**src/rtl/imem_loader_if.sv**
```systemverilog
// rtl/imem_loader_if.sv - byte-stream and instruction-memory write bundle for imem_loader
//
// Purpose: groups the host byte-stream handshake and the instruction-memory write port.
// Signal suffixes are written from the loader's point of view.
//   byte_valid_i  host -> loader  byte_data_i is valid
//   byte_data_i   host -> loader  next image byte
//   byte_ready_o  loader -> host  loader accepts a byte this cycle
//   mem_we_o      loader -> mem   write enable, one pulse per word
//   mem_addr_o    loader -> mem   word address
//   mem_wdata_o   loader -> mem   packed instruction word
// Modports: slave = the loader, master = the host/memory side.
interface imem_loader_if #(
    parameter int ADDR_W = 6
);
    logic              byte_valid_i;
    logic [7:0]        byte_data_i;
    logic              byte_ready_o;
    logic              mem_we_o;
    logic [ADDR_W-1:0] mem_addr_o;
    logic [31:0]       mem_wdata_o;

    modport slave (
        input  byte_valid_i,
        input  byte_data_i,
        output byte_ready_o,
        output mem_we_o,
        output mem_addr_o,
        output mem_wdata_o
    );

    modport master (
        output byte_valid_i,
        output byte_data_i,
        input  byte_ready_o,
        input  mem_we_o,
        input  mem_addr_o,
        input  mem_wdata_o
    );
endinterface

```
**src/rtl/imem_loader.sv**
```systemverilog
// rtl/imem_loader.sv - packs a host byte stream into 32-bit words and writes them to instruction memory
//
// Purpose: write side of the instruction memory. Every 4 accepted bytes form one word
// (first byte in bits 31:24) written to consecutive addresses from 0. busy_o keeps the
// core stalled while an image is being loaded.
// Ports:
//   clk_i    in   clock, rising edge
//   rst_n_i  in   asynchronous active-low reset
//   start_i  in   1-cycle request opening a load session
//   len_i    in   words to load (1..DEPTH), sampled with start_i
//   bus      slave modport of imem_loader_if (byte stream + memory write port)
//   busy_o   out  session in progress
//   done_o   out  1-cycle pulse when the session finishes
//   err_o    out  sticky: last start_i carried an illegal len_i
module imem_loader #(
    parameter int DEPTH  = 64,
    parameter int ADDR_W = 6
) (
    input  logic              clk_i,
    input  logic              rst_n_i,
    input  logic              start_i,
    input  logic [ADDR_W:0]   len_i,
    imem_loader_if.slave      bus,
    output logic              busy_o,
    output logic              done_o,
    output logic              err_o
);

    typedef enum logic [1:0] {
        IDLE  = 2'd0,
        LOAD  = 2'd1,
        WRITE = 2'd2,
        DONE  = 2'd3
    } state_t;

    localparam logic [ADDR_W:0] DEPTH_L = (ADDR_W+1)'(DEPTH);
    localparam logic [ADDR_W:0] ONE_L   = (ADDR_W+1)'(1);

    state_t            state_q, state_d;
    logic [ADDR_W:0]   len_q, len_d;
    logic [ADDR_W-1:0] addr_q, addr_d;
    logic [1:0]        bcnt_q, bcnt_d;
    logic [31:0]       word_q, word_d;
    logic              err_q, err_d;
    logic [ADDR_W-1:0] mem_addr_q, mem_addr_d;
    logic [31:0]       mem_wdata_q, mem_wdata_d;
    logic              ready_q, we_q, busy_q, done_q;

    logic byte_fire;
    logic len_ok;
    logic last_word;

    // ready_q is high exactly when the FSM sits in LOAD, so it doubles as the state qualifier.
    assign byte_fire = bus.byte_valid_i && ready_q;
    assign len_ok    = (len_i != '0) && (len_i <= DEPTH_L);
    assign last_word = ({1'b0, addr_q} == (len_q - ONE_L));

    always_comb begin
        state_d     = state_q;
        len_d       = len_q;
        addr_d      = addr_q;
        bcnt_d      = bcnt_q;
        word_d      = word_q;
        err_d       = err_q;
        mem_addr_d  = mem_addr_q;
        mem_wdata_d = mem_wdata_q;

        case (state_q)
            IDLE: begin
                if (start_i) begin
                    if (len_ok) begin
                        len_d   = len_i;
                        addr_d  = '0;
                        bcnt_d  = 2'd0;
                        err_d   = 1'b0;
                        state_d = LOAD;
                    end else begin
                        err_d = 1'b1;
                    end
                end
            end
            LOAD: begin
                if (byte_fire) begin
                    word_d = {word_q[23:0], bus.byte_data_i};
                    bcnt_d = bcnt_q + 2'd1;
                    if (bcnt_q == 2'd3) begin
                        // Capture the write port now so it is registered during WRITE.
                        mem_addr_d  = addr_q;
                        mem_wdata_d = {word_q[23:0], bus.byte_data_i};
                        state_d     = WRITE;
                    end
                end
            end
            WRITE: begin
                if (last_word) begin
                    state_d = DONE;
                end else begin
                    addr_d  = addr_q + 1'b1;
                    state_d = LOAD;
                end
            end
            DONE: begin
                state_d = IDLE;
            end
            default: begin
                state_d = IDLE;
            end
        endcase
    end

    always_ff @(posedge clk_i or negedge rst_n_i) begin
        if (!rst_n_i) begin
            state_q     <= IDLE;
            len_q       <= '0;
            addr_q      <= '0;
            bcnt_q      <= 2'd0;
            word_q      <= '0;
            err_q       <= 1'b0;
            mem_addr_q  <= '0;
            mem_wdata_q <= '0;
            ready_q     <= 1'b0;
            we_q        <= 1'b0;
            busy_q      <= 1'b0;
            done_q      <= 1'b0;
        end else begin
            state_q     <= state_d;
            len_q       <= len_d;
            addr_q      <= addr_d;
            bcnt_q      <= bcnt_d;
            word_q      <= word_d;
            err_q       <= err_d;
            mem_addr_q  <= mem_addr_d;
            mem_wdata_q <= mem_wdata_d;
            // Outputs are decoded from the next state so they line up with state_q.
            ready_q     <= (state_d == LOAD);
            we_q        <= (state_d == WRITE);
            busy_q      <= (state_d == LOAD) || (state_d == WRITE);
            done_q      <= (state_d == DONE);
        end
    end

    assign bus.byte_ready_o = ready_q;
    assign bus.mem_we_o     = we_q;
    assign bus.mem_addr_o   = mem_addr_q;
    assign bus.mem_wdata_o  = mem_wdata_q;
    assign busy_o           = busy_q;
    assign done_o           = done_q;
    assign err_o            = err_q;

endmodule

```
**src/flat_wrapper.sv**
```systemverilog
// flat-port wrapper written by rule: the top's interface ports become plain ports
module imem_loader_flat 
#(
    parameter int DEPTH  = 64,
    parameter int ADDR_W = 6
)
  (clk_i, rst_n_i, start_i, len_i, busy_o, done_o, err_o, bus_byte_valid_i, bus_byte_data_i, bus_byte_ready_o, bus_mem_we_o, bus_mem_addr_o, bus_mem_wdata_o);
  imem_loader_if #(.ADDR_W(ADDR_W)) bus_i ();
  input  logic clk_i;
  input  logic rst_n_i;
  input  logic start_i;
  input  logic [ADDR_W:0] len_i;
  output logic busy_o;
  output logic done_o;
  output logic err_o;
  input wire logic [$bits(bus_i.byte_valid_i)-1:0] bus_byte_valid_i;
  input wire logic [$bits(bus_i.byte_data_i)-1:0] bus_byte_data_i;
  output wire logic [$bits(bus_i.byte_ready_o)-1:0] bus_byte_ready_o;
  output wire logic [$bits(bus_i.mem_we_o)-1:0] bus_mem_we_o;
  output wire logic [$bits(bus_i.mem_addr_o)-1:0] bus_mem_addr_o;
  output wire logic [$bits(bus_i.mem_wdata_o)-1:0] bus_mem_wdata_o;
  assign bus_i.byte_valid_i = bus_byte_valid_i;
  assign bus_i.byte_data_i = bus_byte_data_i;
  assign bus_byte_ready_o = bus_i.byte_ready_o;
  assign bus_mem_we_o = bus_i.mem_we_o;
  assign bus_mem_addr_o = bus_i.mem_addr_o;
  assign bus_mem_wdata_o = bus_i.mem_wdata_o;
  imem_loader #(.DEPTH(DEPTH), .ADDR_W(ADDR_W)) u_core (.clk_i(clk_i), .rst_n_i(rst_n_i), .start_i(start_i), .len_i(len_i), .bus(bus_i), .busy_o(busy_o), .done_o(done_o), .err_o(err_o));
endmodule
```
**config.mk**
```make
export PLATFORM = sky130hd
export DESIGN_NAME = imem_loader_flat
export DESIGN_NICKNAME = d
export VERILOG_FILES = /design/src/rtl/imem_loader_if.sv /design/src/rtl/imem_loader.sv /design/src/flat_wrapper.sv
export SDC_FILE = /design/constraint.sdc
export NUM_CORES = 1
export LEC_CHECK = 0
export ABC_AREA = 0
export BUFFER_PORTS_ARGS = -buffer_cell sky130_fd_sc_hd__buf_4
export CAP_MARGIN = 10
export CORE_AREA = 8 8 117 76
export DETAILED_ROUTE_END_ITERATION = 6
export DIE_AREA = 0 0 125 84
export PLACE_DENSITY_LB_ADDON = 0.08
export SYNTH_ARGS = -nofsm -noshare
export SYNTH_HDL_FRONTEND = slang
export SYNTH_SLANG_ARGS = --single-unit
```
**constraint.sdc**
```tcl
create_clock -name clk_i -period 2.5 [get_ports clk_i]
set_input_delay 0.25 -clock clk_i [delete_from_list [all_inputs] [get_ports clk_i]]
set_output_delay 0.25 -clock clk_i [all_outputs]
set_load 0.03 [all_outputs]
```
; ---- Word-level counts from Yosys, hierarchy flattened
; Index checks and enable logic that the tools add are counted.
[classes]
addsub = 3
order_cmp = 1
n_eq_ne = 12
mux = 15
n_reduce_logical = 13
[op_table]
columns = op, n
row1 = 6-bit two-way mux, 3
row2 = 2-bit two-way mux, 8
row3 = 6-bit case mux with 2 select lines, 1
row4 = "2-bit equality test, second input constant", 5
row5 = 2-bit case mux with 4 select lines, 1
row6 = 4-bit AND reduction, 2
row7 = 6-bit by 7-bit equality test with 1-bit output, 1
row8 = "7-bit less-or-equal comparator, second input constant", 1
row9 = 7-bit nonzero test, 1
row10 = "7-bit by 1-bit subtractor with 7-bit output, second input constant", 1
row11 = "6-bit by 1-bit adder with 6-bit output, second input constant", 1
row12 = 3-bit AND reduction, 2
row13 = "2-bit by 1-bit equality test with 1-bit output, second input constant", 2
row14 = "2-bit by 1-bit != test with 1-bit output, second input constant", 2
row15 = "2-bit != test, second input constant", 2
row16 = 2-bit case mux with 2 select lines, 1
row17 = 2-bit AND reduction, 2
row18 = 2-bit nonzero test, 2
row19 = "2-bit by 1-bit adder with 2-bit output, second input constant", 1
row20 = 1-bit logical AND, 2
row21 = 2-bit zero test, 1
row22 = 1-bit logical OR, 1
row23 = 1-bit two-way mux, 1
[totals]
reg_bits = 84
elab_cells = 56

; ---- Logic depth before layout (Yosys ltp)
; Gate-level depths: netlist (run 1).
[depth]
depth_word = 7
mapped_depth = 8
depth_no_buf = 8

; ---- Worst setup path before layout (run 1)
; No wires, ideal clock.
[synth_path]
path_type = register to register
startpoint = reg u_core.len_q[0]
endpoint = reg u_core.busy_q (netlist: u_core.busy_o)
setup_time_ns = 0.113
arrival_ns = 1.851
required_ns = 2.387
setup_slack_ns = 0.536
stages_incl_launch_ff = 9
n_path_buf = 0
cell_sequence = dfrtp_1 inv_1 ha_1 or2b_1 a21boi_0 o22ai_2 o31a_2 ha_1 inv_1
[synth_via]
elab_chain_cells = 6
[synth_rtl]
columns = element, line_no
row1 = start: declaration, imem_loader.sv:40  ; logic [ADDR_W:0] len_q, len_d;
row2 = start signal: assignment, imem_loader.sv:127  ; len_q <= len_d;
row3 = 7-bit by 1-bit subtractor with 7-bit output *, imem_loader.sv:56  ; assign last_word = ({1'b0, addr_q} == (len_q - ONE_L));
row4 = 6-bit by 7-bit equality test with 1-bit output *, imem_loader.sv:56
row5 = 2-bit two-way mux *, imem_loader.sv:95  ; if (last_word) begin
row6 = 2-bit case mux with 4 select lines *, imem_loader.sv:68  ; case (state_q)
row7 = 2-bit by 1-bit equality test with 1-bit output / 2-bit equality test (equally long branches), imem_loader.sv:137  ; busy_q <= (state_d == LOAD) || (state_d == WRITE);
row8 = 1-bit logical OR *, imem_loader.sv:137
row9 = end signal: assignment, imem_loader.sv:137
row10 = end: declaration, imem_loader.sv:47  ; logic ready_q, we_q, busy_q, done_q;
; Mark *: on every way between the ends. The rest lies on a longest branch, timed or not.
; A chain may end at the register's enable or synchronous reset.

; ---- Worst setup path in the final report (run 1)
; Same ends and word-level chain as after synthesis.

==> Implementation_results.wiki, run 1 <==
{| class="wikitable"
! Metric !! Value
|-
| Run status || finished, final reports clean
|-
| Utilization after layout || 61.74%
|-
| Number of buffers created by CTS || 9
|-
| Worst min-delay path class || input pin to flop
|-
| Synthesized net count || 269
|-
| Number of global-route vias before repair || 2214
|-
| Fraction of power spent switching nets || 36.41%
|-
| Start point of the critical path || u_core.len_q[0]
|-
| Final cell area excluding filler cells || 0.004375 sq mm
|-
| First-pass GRT wire length || 11790 um
|-
| Placed Instance Area || 0.004095 sq mm
|-
| Io pins || 62
|-
| Number of max-capacitance violations reported || 0
|-
| Sum of buffers and inverters on the critical path || 2
|-
| Root Buffer Master || sky130_fd_sc_hd__clkbuf_16
|-
| Mean area per synthesized cell || 14.32 sq um
|-
| Flops & latches, synth || 84
|-
| Element type at the critical path start || flop
|-
| Total net switching power || 0.002173 W
|-
| Layer carrying the most global-route usage || met1
|-
| Placeable core area || 0.007087 sq mm
|-
| Reg-to-reg slack, setup || 0.33 ns
|-
| Worst hold slack after final layout || 0.1668 ns
|-
| Nets || 341
|-
| Overall power consumption || 0.005969 W
|-
| Combined area of all synthesized cells || 0.003495 sq mm
|-
| Commonest cells in the synthesized netlist || sky130_fd_sc_hd__dfrtp_1, sky130_fd_sc_hd__mux2_2, sky130_fd_sc_hd__nand2_1, sky130_fd_sc_hd__o21ai_0, sky130_fd_sc_hd__inv_1
|-
| CP Class || flop to flop
|-
| Initial Utilization || 49.31%
|-
| Routed via count divided by cell count || 5.200
|-
| Worst endpoint required time || 2.72 ns
|-
| Row count || 24
|-
| Share of synthesized registers carrying an async set or reset || 100.0%
|-
| Total of buffers placed on input and output ports || 61
|-
| Category of cells accounting for the largest share of critical-path delay || compound AO/OA/AOI/OAI gates
|-
| Clock edge transition at the registers on the reported setup and hold paths || 0.06 ns
|-
| Detailed router's first-iteration violation count || 110
|-
| Max clock buf depth || 2
|-
| GR Util All Layers || 14.35%
|-
| Die Span X || 125 um
|-
| Overall die height || 84 um
|-
| CTS HTree Levels || 3
|-
| Number of clock sinks || 84
|-
| Final critical path time including I/O delays and setup || 2.174 ns
|-
| Most used standard cell by instance count after synthesis || sky130_fd_sc_hd__dfrtp_1
|-
| Synth unique cells || 41
|-
| Reg2reg path depth || 8
|-
| Stages on the worst setup path || 8
|-
| Cells after Synth || 244
|-
| Final critical-path share of the clock period || 86.94%
|-
| Die Area || 0.01050 sq mm
|-
| Setup repair after global routing missed its margin || no
|-
| Slew at the pin closest to its max-slew limit || 0.4710 ns
|-
| Wire length after detailed routing || 7075 um
|-
| Fraction of post-synthesis cell area in the top cell type by area || 60.15%
|-
| Final GP Congestion || 0.7944
|-
| Total grt overflow || 0
|-
| Worst reg2reg startpoint || u_core.len_q[0]
|-
| Maximum frequency from static timing analysis || 460.1 MHz
|-
| DRC viols || 0
|-
| Setup Total Neg Slack || 0 ns
|-
| Sequential share of power || 40.8%
|-
| Antenna violations before repair || 0
|-
| Worst hold stages || 2
|-
| Largest fanout on the critical path || 6
|-
| DP Wirelength || 5107 um
|-
| Final number of max-transition violations || 0
|-
| Final setup violation count || 0
|-
| Met2 track demand over resource || 17.82%
|-
| Clock tree from TritonCTS || done
|-
| Number of gates resized after cts || 0
|-
| Most instantiated flip-flop cell in the synthesis netlist || sky130_fd_sc_hd__dfrtp_1
|-
| Via count of the routed design || 2137
|-
| Later-pin clock latency in the skew report || 0.32 ns
|-
| Syn-to-layout area delta || 25.21%
|-
| Slowest-stage cell, CP || sky130_fd_sc_hd__dfrtp_1
|-
| Critical path's largest stage delay || 0.45 ns
|-
| Fraction of layout instances using a drive strength above 1 || 48.44%
|-
| Proportion of power drawn by the clock network || 19.9%
|-
| GR Util met1 || 20.53%
|-
| Final setup skew || 0.004232 ns
|-
| Synth Warn # || 0
|-
| Worst reg2reg endpoint || u_core.busy_o
|-
| Combinational cell fraction of total power || 39.3%
|-
| Detailed Routing Iterations Pass 1 || 4
|-
| Power density over cell area || 1364 mW/mm^2
|-
| Sequential cell area fraction in the yosys report || 60.15%
|-
| Cell accounting for the most synthesized area || sky130_fd_sc_hd__dfrtp_1
|-
| Crit path capture || u_core.busy_o
|-
| Filler Cells Inserted || 578
|-
| Ant. Diodes || 0
|-
| Internal power || 0.003796 W
|-
| CP Data Arrival Time || 2.39 ns
|-
| Average wire length per cell after detail routing || 17.21 um
|-
| Maximum number of pins on one net before global-route repair || 85
|-
| Static leakage || 2.112 nW
|-
| Post-CTS setup repair buffer count || 0
|-
| Final Hold Vio Count || 0
|-
| Maximum resistive drop on vdd || 0.0006039 V
|-
| Crit-path cells || inv_1 -> ha_1 -> or2b_1 -> a21boi_0 -> o22ai_2 -> o31a_2 -> ha_1 -> inv_1
|-
| Met3 track demand over resource || 6.824%
|-
| Tightest slew margin relative to the limit || 68.31%
|-
| Number of enable-type register cells in the synthesized netlist || 0
|-
| Top area cells in the synthesized netlist || sky130_fd_sc_hd__dfrtp_1, sky130_fd_sc_hd__mux2_2, sky130_fd_sc_hd__ha_1
|-
| Final ANT Viol Nets || 0
|-
| Nature of the critical path endpoint || flop
|}
==> metal layers <==
metal | up-vias | part of all wire (%)
met3 | 2 | 6.3
met1 | 1070 | 54
met2 | 50 | 39
met5 | - | 0
met4 | 0 | 0.59
li1 | 1015 | -
==> kinds of logic (layout without fill, tap and decap cells) <==
| logic type | Yosys count | after routing | synth area share (%) |
|---|---|---|---|
| flip-flops | 84 | 84 | 60.15 |
| AND/OR/NAND/NOR | 38 | 38 | 6.552 |
| XOR/XNOR | 7 | 7 | 1.754 |
| multiplexers | 73 | 73 | 23.34 |
| AO/OA/AOI/OAI | 22 | 22 | 4.476 |
| adder cells (fa/ha/maj) | 6 | 6 | 2.148 |
| buffers and inverters | 14 | 90 | 1.575 |
==> per-stage QoR <==
stage / cells / setup slack (ns)
CTS: 411 / 0.3431
floorplan: 244 / 0.5358
finish: 411 / 0.3264
global route: 411 / 0.1822
detailed placement: 395 / 0.3509
global placement: 395 / 0.4359
==> layout by cell type, fill, tap and decap left out, types with 2 or more instances in the layout <==
| cell type | n |
|---|---|
| sky130_fd_sc_hd__nor4_1 | 2 |
| sky130_fd_sc_hd__nor2_1 | 2 |
| sky130_fd_sc_hd__mux2i_1 | 5 |
| sky130_fd_sc_hd__a21oi_1 | 2 |
| sky130_fd_sc_hd__dfrtp_1 | 84 |
| sky130_fd_sc_hd__buf_4 | 66 |
| sky130_fd_sc_hd__o21ai_0 | 8 |
| sky130_fd_sc_hd__clkbuf_8 | 2 |
| sky130_fd_sc_hd__nand2_1 | 8 |
| sky130_fd_sc_hd__and2_1 | 2 |
| sky130_fd_sc_hd__nand2b_1 | 3 |
| sky130_fd_sc_hd__ha_1 | 6 |
| sky130_fd_sc_hd__xnor2_1 | 3 |
| sky130_fd_sc_hd__clkbuf_16 | 9 |
| sky130_fd_sc_hd__nor3_1 | 3 |
| sky130_fd_sc_hd__inv_1 | 7 |
| sky130_fd_sc_hd__clkinv_2 | 2 |
| sky130_fd_sc_hd__xor2_1 | 4 |
| sky130_fd_sc_hd__nand3b_1 | 3 |
| sky130_fd_sc_hd__nand3_1 | 5 |
| sky130_fd_sc_hd__o21a_1 | 2 |
| sky130_fd_sc_hd__clkbuf_1 | 2 |
| sky130_fd_sc_hd__mux2_2 | 68 |
==> registers in the layout, indices dropped and copies added, names as in the netlist, 2 cells and up <==
signal                  cells
u_core.addr_q               6
u_core.bcnt_q               2
u_core.bus.mem_addr_o       6
u_core.bus.mem_wdata_o     32
u_core.len_q                7
u_core.state_q              2
u_core.word_q              24
==> power groups by stage <==
stage / Sequential, W / Clock [W] / Combinational (W)
after detailed placement: 0.00246 / 0 / 0.00237
after global placement: 0.00242 / 0 / 0.00232
final: 0.00244 / 0.00119 / 0.00234
after global routing: 0.00253 / 0.00129 / 0.00254
after floorplan: 0.00290 / 0 / 0.00103
after CTS: 0.00244 / 0.00122 / 0.00238
==> final cells by class <==
| cell class | count | area, sq um | share of cell area (%) |
|---|---|---|---|
| tap | 91 | 113.9 | 2.602 |
| inverter | 7 | 26.28 | 0.6005 |
| clock buffer | 13 | 260.3 | 5.948 |
| timing repair buffer | 68 | 525.5 | 12.01 |
| sequential | 84 | 2102 | 48.04 |
| clock inverter | 2 | 10.01 | 0.2288 |
| multi-input combinational | 146 | 1338 | 30.57 |
==> worst min path at each step <==
stage                                  start                        end  slack (ns)
after floorplan                      rst_n_i           u_core.addr_q[0]       -0.05
after global placement               rst_n_i  u_core.bus.mem_wdata_o[6]        0.31
after detailed placement             rst_n_i  u_core.bus.mem_wdata_o[6]        0.32
after CTS                 bus_byte_data_i[4]  u_core.bus.mem_wdata_o[4]        0.15
after global routing      bus_byte_data_i[4]  u_core.bus.mem_wdata_o[4]        0.15
final                     bus_byte_data_i[6]  u_core.bus.mem_wdata_o[6]        0.17
==> timing repair <==
item                       4_1_cts  5_1_grt
hold buffers                     1        0
hold endpoints to repair        84        0
setup endpoints to repair        0        0
Power figures use the tool's default switching activity.
==> run 2: changes to the inputs <==
--- a/config.mk
+++ b/config.mk
@@ -8,9 +8,9 @@
 export ABC_AREA = 0
 export BUFFER_PORTS_ARGS = -buffer_cell sky130_fd_sc_hd__buf_4
 export CAP_MARGIN = 10
-export CORE_AREA = 8 8 117 76
+export CORE_AREA = 2 2 111 70
 export DETAILED_ROUTE_END_ITERATION = 6
-export DIE_AREA = 0 0 125 84
+export DIE_AREA = 0 0 113 72
 export PLACE_DENSITY_LB_ADDON = 0.08
 export SYNTH_ARGS = -nofsm -noshare
 export SYNTH_HDL_FRONTEND = slang
==> run 2 against run 1 <==
Against the previous run:
- clock-buffer cell count shrank 2
- first-iteration DRC count grew 12%
- critical endpoint unchanged
- the run now ends with DRC left
- final area grew 1.4%
- register-to-register slack gained 0.06 ns
- critical path depth is the same
- highest routed layer unchanged
- hold slack lost 0.0046 ns
==> Implementation_results.wiki, run 2 (synthesis gave the netlist of run 1 again) <==
{| class="wikitable"
! Metric !! Value
|-
| Final setup violation count || 0 (unchanged)
|-
| Final ANT Viol Nets || 0 (unchanged)
|-
| CTS HTree Levels || 3 (unchanged)
|-
| Die Area || 0.008136 sq mm (-23%)
|-
| Maximum frequency from static timing analysis || 472.1 MHz (+2.6%)
|-
| Number of buffers created by CTS || 9 (unchanged)
|-
| Tightest slew margin relative to the limit || 61.75% (-6.6 points)
|-
| Average wire length per cell after detail routing || 16.22 um (-5.8%)
|-
| Number of gates resized after cts || 0 (unchanged)
|-
| GR Util All Layers || 18.36% (+4.0 points)
|-
| Clock edge transition at the registers on the reported setup and hold paths || 0.06 ns (about the same)
|-
| Total of buffers placed on input and output ports || 61 (unchanged)
|-
| Final critical-path share of the clock period || 84.73% (-2.2 points)
|-
| Final number of max-transition violations || 0 (unchanged)
|-
| Worst endpoint required time || 2.73 ns (about the same)
|-
| Routed via count divided by cell count || 5.204 (about the same)
|-
| Detailed router's first-iteration violation count || 123 (+12%)
|-
| Row count || 24 (unchanged)
|-
| Overall die height || 72 um (-14%)
|-
| Failing checks || DRC
|-
| Slowest-stage cell, CP || sky130_fd_sc_hd__dfrtp_1
|-
| Sum of buffers and inverters on the critical path || 2 (unchanged)
|-
| Later-pin clock latency in the skew report || 0.33 ns (about the same)
|-
| Commonest cells after routing, fill and taps aside || sky130_fd_sc_hd__dfrtp_1, sky130_fd_sc_hd__mux2_2, sky130_fd_sc_hd__buf_4, sky130_fd_sc_hd__clkbuf_16
|-
| Final setup skew || 0.004695 ns (+0.0004628 ns)
|-
| Die Span X || 113 um (-9.6%)
|-
| Category of cells accounting for the largest share of critical-path delay || compound AO/OA/AOI/OAI gates
|-
| Nature of the critical path endpoint || flop
|-
| CP Class || flop to flop
|-
| Total grt overflow || 0 (unchanged)
|-
| Maximum number of pins on one net before global-route repair || 46 (-46%)
|-
| Crit-path cells || inv_1 -> ha_1 -> or2b_1 -> a21boi_0 -> o22ai_2 -> o31a_2 -> ha_1 -> inv_1
|-
| Via count of the routed design || 2144 (+0.33%)
|-
| Clock tree from TritonCTS || done
|-
| Final critical path time including I/O delays and setup || 2.118 ns (-0.05534 ns)
|-
| Final Hold Vio Count || 0 (unchanged)
|-
| Number of clock sinks || 84 (unchanged)
|-
| Syn-to-layout area delta || 27.00%
|-
| Critical path's largest stage delay || 0.43 ns (-0.02 ns)
|-
| Initial Utilization || 49.31% (unchanged)
|-
| First-pass GRT wire length || 11300 um (-4.2%)
|-
| Run status || finished with violations
|-
| Maximum resistive drop on vdd || 0.0006680 V (+11%)
|-
| Placeable core area || 0.007087 sq mm (unchanged)
|-
| Slew at the pin closest to its max-slew limit || 0.5738 ns (+0.1028 ns)
|-
| Post-CTS setup repair buffer count || 0 (unchanged)
|-
| DP Wirelength || 4691 um (-8.1%)
|-
| Setup Total Neg Slack || 0 ns (unchanged)
|-
| Final GP Congestion || 0.8399 (+5.7%)
|-
| Power density over cell area || 1398 mW/mm^2 (+2.5%)
|-
| CP Data Arrival Time || 2.35 ns (-0.04 ns)
|-
| Flip-flop count of the largest register after layout || 32 (unchanged)
|-
| Setup repair after global routing missed its margin || no
|-
| Area used by multi-input combinational logic || 0.001338 sq mm (unchanged)
|-
| Static leakage || 2.140 nW (+1.4%)
|-
| Number of max-capacitance violations reported || 0 (unchanged)
|-
| DRC viols || 6 (+6)
|-
| Number of global-route vias before repair || 2192 (-0.99%)
|-
| Ant. Diodes || 0 (unchanged)
|-
| Wire length after detailed routing || 6683 um (-5.5%)
|-
| Worst hold slack after final layout || 0.1622 ns (-0.004565 ns)
|-
| Detailed Routing Iterations Pass 1 || 6 (+2)
|-
| Leading cell type in the layout, fill and taps excluded || sky130_fd_sc_hd__dfrtp_1
|-
| Nets || 341 (unchanged)
|-
| Antenna violations before repair || 0 (unchanged)
|-
| Fraction of layout instances using a drive strength above 1 || 48.60% (+0.16 points)
|-
| Largest fanout on the critical path || 6 (unchanged)
|-
| Element type at the critical path start || flop
|-
| Worst min-delay path class || input pin to flop
|-
| Root Buffer Master || sky130_fd_sc_hd__clkbuf_16
|-
| Max clock buf depth || 2 (unchanged)
|-
| Number of hold buffers added after cts || 1 (unchanged)
|-
| Filler Cells Inserted || 563 (-2.6%)
|-
| Io pins || 62 (unchanged)
|-
| Sequential cell area || 0.002102 sq mm (unchanged)
|}
==> run 2: layout make-up <==
cell class	count	area share [%]
clock buffer	11	5.244
clock inverter	5	2.255
inverter	7	0.5920
multi-input combinational	146	30.14
sequential	84	47.36
tap	91	2.566
timing repair buffer	68	11.84
==> run 2: path summary, 6_finish.rpt <==
check / startpoint / to / slack, ns / depth (start not counted)
max: u_core.len_q[0] / u_core.busy_o / 0.38 / 8
min in group asynchronous: rst_n_i / u_core.bus.mem_wdata_o[30] / 0.46 / 2
max in group asynchronous: rst_n_i / u_core.bus.mem_wdata_o[2] / 1.41 / 3
min: bus_byte_data_i[4] / u_core.bus.mem_wdata_o[4] / 0.16 / 2
max reg2reg: u_core.len_q[0] / u_core.busy_o / 0.38 / 8
min reg2reg: u_core.bus.mem_wdata_o[27] / u_core.bus.mem_wdata_o[27] / 0.50 / 1
==> run 2: stage by stage <==
| step | instances | util, % | power [W] | area [sq um] | setup slack, ns |
|---|---|---|---|---|---|
| 6_report | 412 | 62.62 | 0.006204 | 4438 | 0.3818 |
| 4_1_cts | 412 | 62.62 | 0.006270 | 4438 | 0.3914 |
| 3_3_place_gp | 395 | 57.79 | 0.004710 | 4095 | 0.4443 |
| 3_5_place_dp | 395 | 57.79 | 0.004769 | 4095 | 0.3941 |
| 5_1_grt | 412 | 62.62 | 0.006583 | 4438 | 0.2282 |
| 2_1_floorplan | 244 | - | 0.003929 | 3495 | 0.5358 |
==> run 2: routing by layer <==
metal  track usage [%]  share of wire (%)  up-vias  wire (um)
li1                  -                  -     1022          -
met1             28.22                 53     1058       3539
met2             24.75                 40       59       2681
met3             5.848                6.1        5        411
met4             5.691               0.75        0         50
met5                 0                  0        -          0
==> run 2: power breakdown <==
| part | switching, W | total [W] | internal (W) |
|---|---|---|---|
| Combinational | 0.00122 | 0.00233 | 0.00111 |
| Sequential | 0.000455 | 0.00242 | 0.00197 |
| Clock | 0.000482 | 0.00145 | 0.000972 |
| Total | 0.00216 | 0.00620 | 0.00405 |
==> run 2: worst register-to-register path, stage by stage (launching register included) <==
cell and delay, ns:
sky130_fd_sc_hd__dfrtp_1 0.43, sky130_fd_sc_hd__inv_1 0.07, sky130_fd_sc_hd__ha_1 0.25, sky130_fd_sc_hd__or2b_1 0.23, sky130_fd_sc_hd__a21boi_0 0.23, sky130_fd_sc_hd__o22ai_2 0.17, sky130_fd_sc_hd__o31a_2 0.33, sky130_fd_sc_hd__ha_1 0.28
sky130_fd_sc_hd__inv_1 0.03
==> run 3: changes to the inputs <==
--- a/config.mk
+++ b/config.mk
@@ -5,12 +5,12 @@
 export SDC_FILE = /design/constraint.sdc
 export NUM_CORES = 1
 export LEC_CHECK = 0
-export ABC_AREA = 0
+export ABC_AREA = 1
 export BUFFER_PORTS_ARGS = -buffer_cell sky130_fd_sc_hd__buf_4
 export CAP_MARGIN = 10
-export CORE_AREA = 2 2 111 70
+export CORE_AREA = 2 2 113 71
 export DETAILED_ROUTE_END_ITERATION = 6
-export DIE_AREA = 0 0 113 72
+export DIE_AREA = 0 0 115 73
 export PLACE_DENSITY_LB_ADDON = 0.08
 export SYNTH_ARGS = -nofsm -noshare
 export SYNTH_HDL_FRONTEND = slang
==> constraint.sdc (replaced) <==
create_clock -name clk_i -period 1.7 [get_ports clk_i]
set_input_delay 0.17 -clock clk_i [delete_from_list [all_inputs] [get_ports clk_i]]
set_output_delay 0.17 -clock clk_i [all_outputs]
set_load 0.03 [all_outputs]
==> run 3 against run 2 <==
Against the previous run:
- the flow finishes with violations (setup timing)
- sequential power is 33% higher
- die area is 3.2% higher
- worst setup slack worse by 0.43 ns
- combinational power rose by 31%
- first-iteration DRC count is 4.1% lower
- final area increased by 5.1%
- clock-buffer cell count up 3
- flip-flop and latch count stayed put
- synthesized cell count rose by 62%
- hold slack lost 0.086 ns
- largest cell class unchanged
==> Implementation_results.wiki, run 3 <==
{| class="wikitable"
! Metric !! Value
|-
| DP Wirelength || 5406 um (+15%)
|-
| Detailed Routing Iterations Pass 1 || 4 (-2)
|-
| Ant. Diodes || 0 (unchanged)
|-
| Wire length after detailed routing || 7593 um (+14%)
|-
| Slew at the pin closest to its max-slew limit || 0.3352 ns (-0.2386 ns)
|-
| Non-filler cells, final || 572 (+39%)
|-
| Final Hold Vio Count || 0 (unchanged)
|-
| Leading cell type in the layout, fill and taps excluded || sky130_fd_sc_hd__nand2_1
|-
| Detailed router's first-iteration violation count || 118 (-4.1%)
|-
| Share of synthesized registers carrying an async set or reset || 100.0% (unchanged)
|-
| Largest fanout on the critical path || 3 (-3)
|-
| Final critical path time including I/O delays and setup || 1.748 ns (-0.3704 ns)
|-
| Initial Utilization || 47.60% (-1.7 points)
|-
| Row count || 25 (+4.2%)
|-
| Total of buffers placed on input and output ports || 61 (unchanged)
|-
| DP Worst Slack || -0.1720 ns (-0.5661 ns)
|-
| Dominant cell type by count on the critical path || sky130_fd_sc_hd__nand2_1
|-
| Run status || finished with violations
|-
| Maximum resistive drop on vdd || 0.0009709 V (+45%)
|-
| Power density over cell area || 1772 mW/mm^2 (+27%)
|-
| Sequential share of power || 39.0% (about the same)
|-
| Antenna violations before repair || 0 (unchanged)
|-
| Final setup violation count || 2 (+2)
|-
| Commonest cells in the synthesized netlist || sky130_fd_sc_hd__nand2_1, sky130_fd_sc_hd__dfrtp_1, sky130_fd_sc_hd__o21ai_0, sky130_fd_sc_hd__inv_1
|-
| Placeable core area || 0.007507 sq mm (+5.9%)
|-
| Number of enable-type register cells in the synthesized netlist || 0 (unchanged)
|-
| Die Span X || 115 um (+1.8%)
|-
| Synth Warn # || 0 (unchanged)
|-
| Worst min-delay path class || input pin to flop
|-
| Syn-to-layout area delta || 30.57%
|-
| CP Data Arrival Time || 1.98 ns (-0.37 ns)
|-
| Fraction of post-synthesis cell area in the top cell type by area || 58.82% (-1.3 points)
|-
| Static leakage || 2.433 nW (+14%)
|-
| Final ANT Viol Nets || 0 (unchanged)
|-
| Synthesized net count || 420 (+56%)
|-
| Synth unique cells || 24 (-41%)
|-
| Proportion of power drawn by the clock network || 24.1% (+0.7 points)
|-
| Commonest cells after routing, fill and taps aside || sky130_fd_sc_hd__nand2_1, sky130_fd_sc_hd__dfrtp_1, sky130_fd_sc_hd__buf_4, sky130_fd_sc_hd__o21ai_0, sky130_fd_sc_hd__inv_1
|-
| Io pins || 62 (unchanged)
|-
| Failing checks || setup timing
|-
| Number of global-route vias before repair || 2464 (+12%)
|-
| Final critical-path share of the clock period || 102.8% (+18 points)
|-
| Setup repair after global routing missed its margin || yes
|-
| Least setup slack across all paths after layout || -0.04788 ns (-0.4296 ns)
|-
| Root Buffer Master || sky130_fd_sc_hd__clkbuf_16
|-
| Nets || 499 (+46%)
|-
| Overall die height || 73 um (+1.4%)
|-
| First-pass GRT wire length || 12610 um (+12%)
|-
| Routed via count divided by cell count || 4.783 (-8.1%)
|-
| Most instantiated flip-flop cell in the synthesis netlist || sky130_fd_sc_hd__dfrtp_1
|-
| Nature of the critical path endpoint || flop
|-
| Die Area || 0.008395 sq mm (+3.2%)
|-
| Final GP Congestion || 0.8454 (+0.65%)
|-
| Slowest-stage cell, CP || sky130_fd_sc_hd__dfrtp_1
|-
| Later-pin clock latency in the skew report || 0.34 ns (about the same)
|-
| Final cell area excluding filler cells || 0.004666 sq mm (+5.1%)
|-
| Combined area of all synthesized cells || 0.003573 sq mm (+2.3%)
|-
| CP Class || flop to flop
|-
| Mean area per synthesized cell || 9.047 sq um (-37%)
|-
| Average wire length per cell after detail routing || 13.27 um (-18%)
|-
| Final number of max-transition violations || 0 (unchanged)
|-
| Internal power || 0.005170 W (+28%)
|-
| Fraction of layout instances using a drive strength above 1 || 23.85% (-25 points)
|-
| Maximum frequency from static timing analysis || 572.1 MHz (+21%)
|-
| Total grt overflow || 0 (unchanged)
|-
| Max clock buf depth || 2 (unchanged)
|-
| Number of buffers created by CTS || 9 (unchanged)
|-
| Worst hold slack after final layout || 0.07595 ns (-0.08629 ns)
|-
| Top area cells in the synthesized netlist || sky130_fd_sc_hd__dfrtp_1, sky130_fd_sc_hd__nand2_1, sky130_fd_sc_hd__o21ai_0
|-
| Worst endpoint required time || 1.93 ns (-0.80 ns)
|-
| Sequential cell area fraction in the yosys report || 58.82% (-1.3 points)
|-
| Cell accounting for the most synthesized area || sky130_fd_sc_hd__dfrtp_1
|-
| Combinational cell fraction of total power || 36.9% (-0.6 points)
|-
| Cells after Synth || 395 (+62%)
|-
| Flops & latches, synth || 84 (unchanged)
|-
| Flip-flop count of the largest register after layout || 32 (unchanged)
|-
| Setup Total Neg Slack || -0.06311 ns (-0.06311 ns)
|-
| Element type at the critical path start || flop
|-
| Tightest slew margin relative to the limit || 77.65% (+16 points)
|-
| Total net switching power || 0.003096 W (+44%)
|-
| Clock tree from TritonCTS || done
|-
| DRC viols || 0 (-6)
|-
| Maximum number of pins on one net before global-route repair || 49 (+6.5%)
|-
| Placed Instance Area || 0.004297 sq mm (+4.9%)
|-
| Number of clock sinks || 84 (unchanged)
|-
| Crit-path cells || inv_2 -> ha_4 -> nand2_4 -> nor2_4 -> nand2_1 -> nand2_1 -> nand2_1 -> nor2_2 -> nand2_2 -> o21ai_2 -> inv_1 -> ha_1 -> inv_1
|-
| Clock edge transition at the registers on the reported setup and hold paths || 0.06 ns (about the same)
|-
| Fraction of power spent switching nets || 37.46% (+2.7 points)
|-
| GR Util All Layers || 20.11% (+1.8 points)
|-
| Number of max-capacitance violations reported || 0 (unchanged)
|-
| Inst Count DP || 554 (+40%)
|-
| Via count of the routed design || 2736 (+28%)
|-
| Final setup skew || 0.006920 ns (+0.002225 ns)
|-
| Most used standard cell by instance count after synthesis || sky130_fd_sc_hd__nand2_1
|-
| Critical path's largest stage delay || 0.38 ns (-0.05 ns)
|-
| CTS HTree Levels || 3 (unchanged)
|}
==> run 3: changes by cell type in the layout (fill, tap and decap cells not counted), sizes merged, moves of 5 or more <==
cell	change
buf	+14
o21ai	+48
nand3	+14
mux2i	-5
inv	+44
nand2	+112
nor2	+20
mux2	-60
==> run 3: area by class of cell <==
type | instances | area, sq um
Fill cell | 661 | 2841
Sequential cell | 84 | 2102
Multi-Input combinational cell | 246 | 1266
Timing Repair Buffer | 82 | 684.4
Clock buffer | 14 | 274.0
Inverter | 51 | 191.4
Tap cell | 94 | 117.6
Clock inverter | 1 | 30.03
==> run 3: kinds of logic (layout without fill, tap and decap cells) <==
kind of cell / Yosys count / in the layout / synth area share [%]
AND/OR/NAND/NOR: 166 / 166 / 19.71
buffers and inverters: 65 / 148 / 7.108
multiplexers: 8 / 8 / 2.521
flip-flops: 84 / 84 / 58.82
XOR/XNOR: 3 / 3 / 0.7354
AO/OA/AOI/OAI: 63 / 63 / 8.999
adder cells (fa/ha/maj): 6 / 6 / 2.101
==> run 3: timing repair <==
action                                 in CTS  in global routing
resized for setup                           6                  4
setup buffers                               2                  1
hold buffers                                1                  0
gates cloned                                0                  0
setup endpoints to repair                   4                 10
endpoints found under the hold margin      19                  0
pin swaps                                   3                  0
==> run 3: power groups by stage <==
stage	combinational [W]	clock (W)	sequential [W]
3_5_place_dp	0.00303	0	0.00323
2_1_floorplan	0.00126	0	0.00382
5_1_grt	0.00343	0.00213	0.00332
6_report	0.00305	0.00199	0.00322
3_3_place_gp	0.00296	0	0.00322
4_1_cts	0.00307	0.00204	0.00322
==> run 3: stage by stage <==
step,total power (W),utilization [%]
after floorplan,0.005075,-
after global placement,0.006181,57.23
after detailed placement,0.006261,57.23
after CTS,0.008336,61.72
after global routing,0.008876,62.15
final,0.008267,62.15
==> run 3: final timing paths <==
kind	end	slack, ns	depth (start not counted)	from
worst min-delay path	u_core.len_q[6]	0.08	3	len_i[6]
worst max register to register	u_core.busy_o	-0.05	13	u_core.len_q[0]
worst min register to register	u_core.word_q[16]	0.48	2	u_core.word_q[16]
worst max-delay path	u_core.busy_o	-0.05	13	u_core.len_q[0]
max in group asynchronous	u_core.len_q[0]	0.87	3	rst_n_i
min in group asynchronous	u_core.bus.mem_wdata_o[6]	0.27	2	rst_n_i
==> run 3: metal layers <==
layer / GRT usage (%) / wire length, um
met5: 0 / 0
met4: 5.622 / 111
met3: 7.973 / 456
met2: 25.23 / 2947
met1: 31.44 / 4077
==> run 3: critical path: cells and delay by family, from the launching register on <==
kind                       cells  cell delay, ns
and+or+nand+nor                7            0.53
buffers and inverters          3            0.17
adders and majority gates      2            0.43
AOI/OAI and AO/OA              1            0.14
DFF                            1            0.38
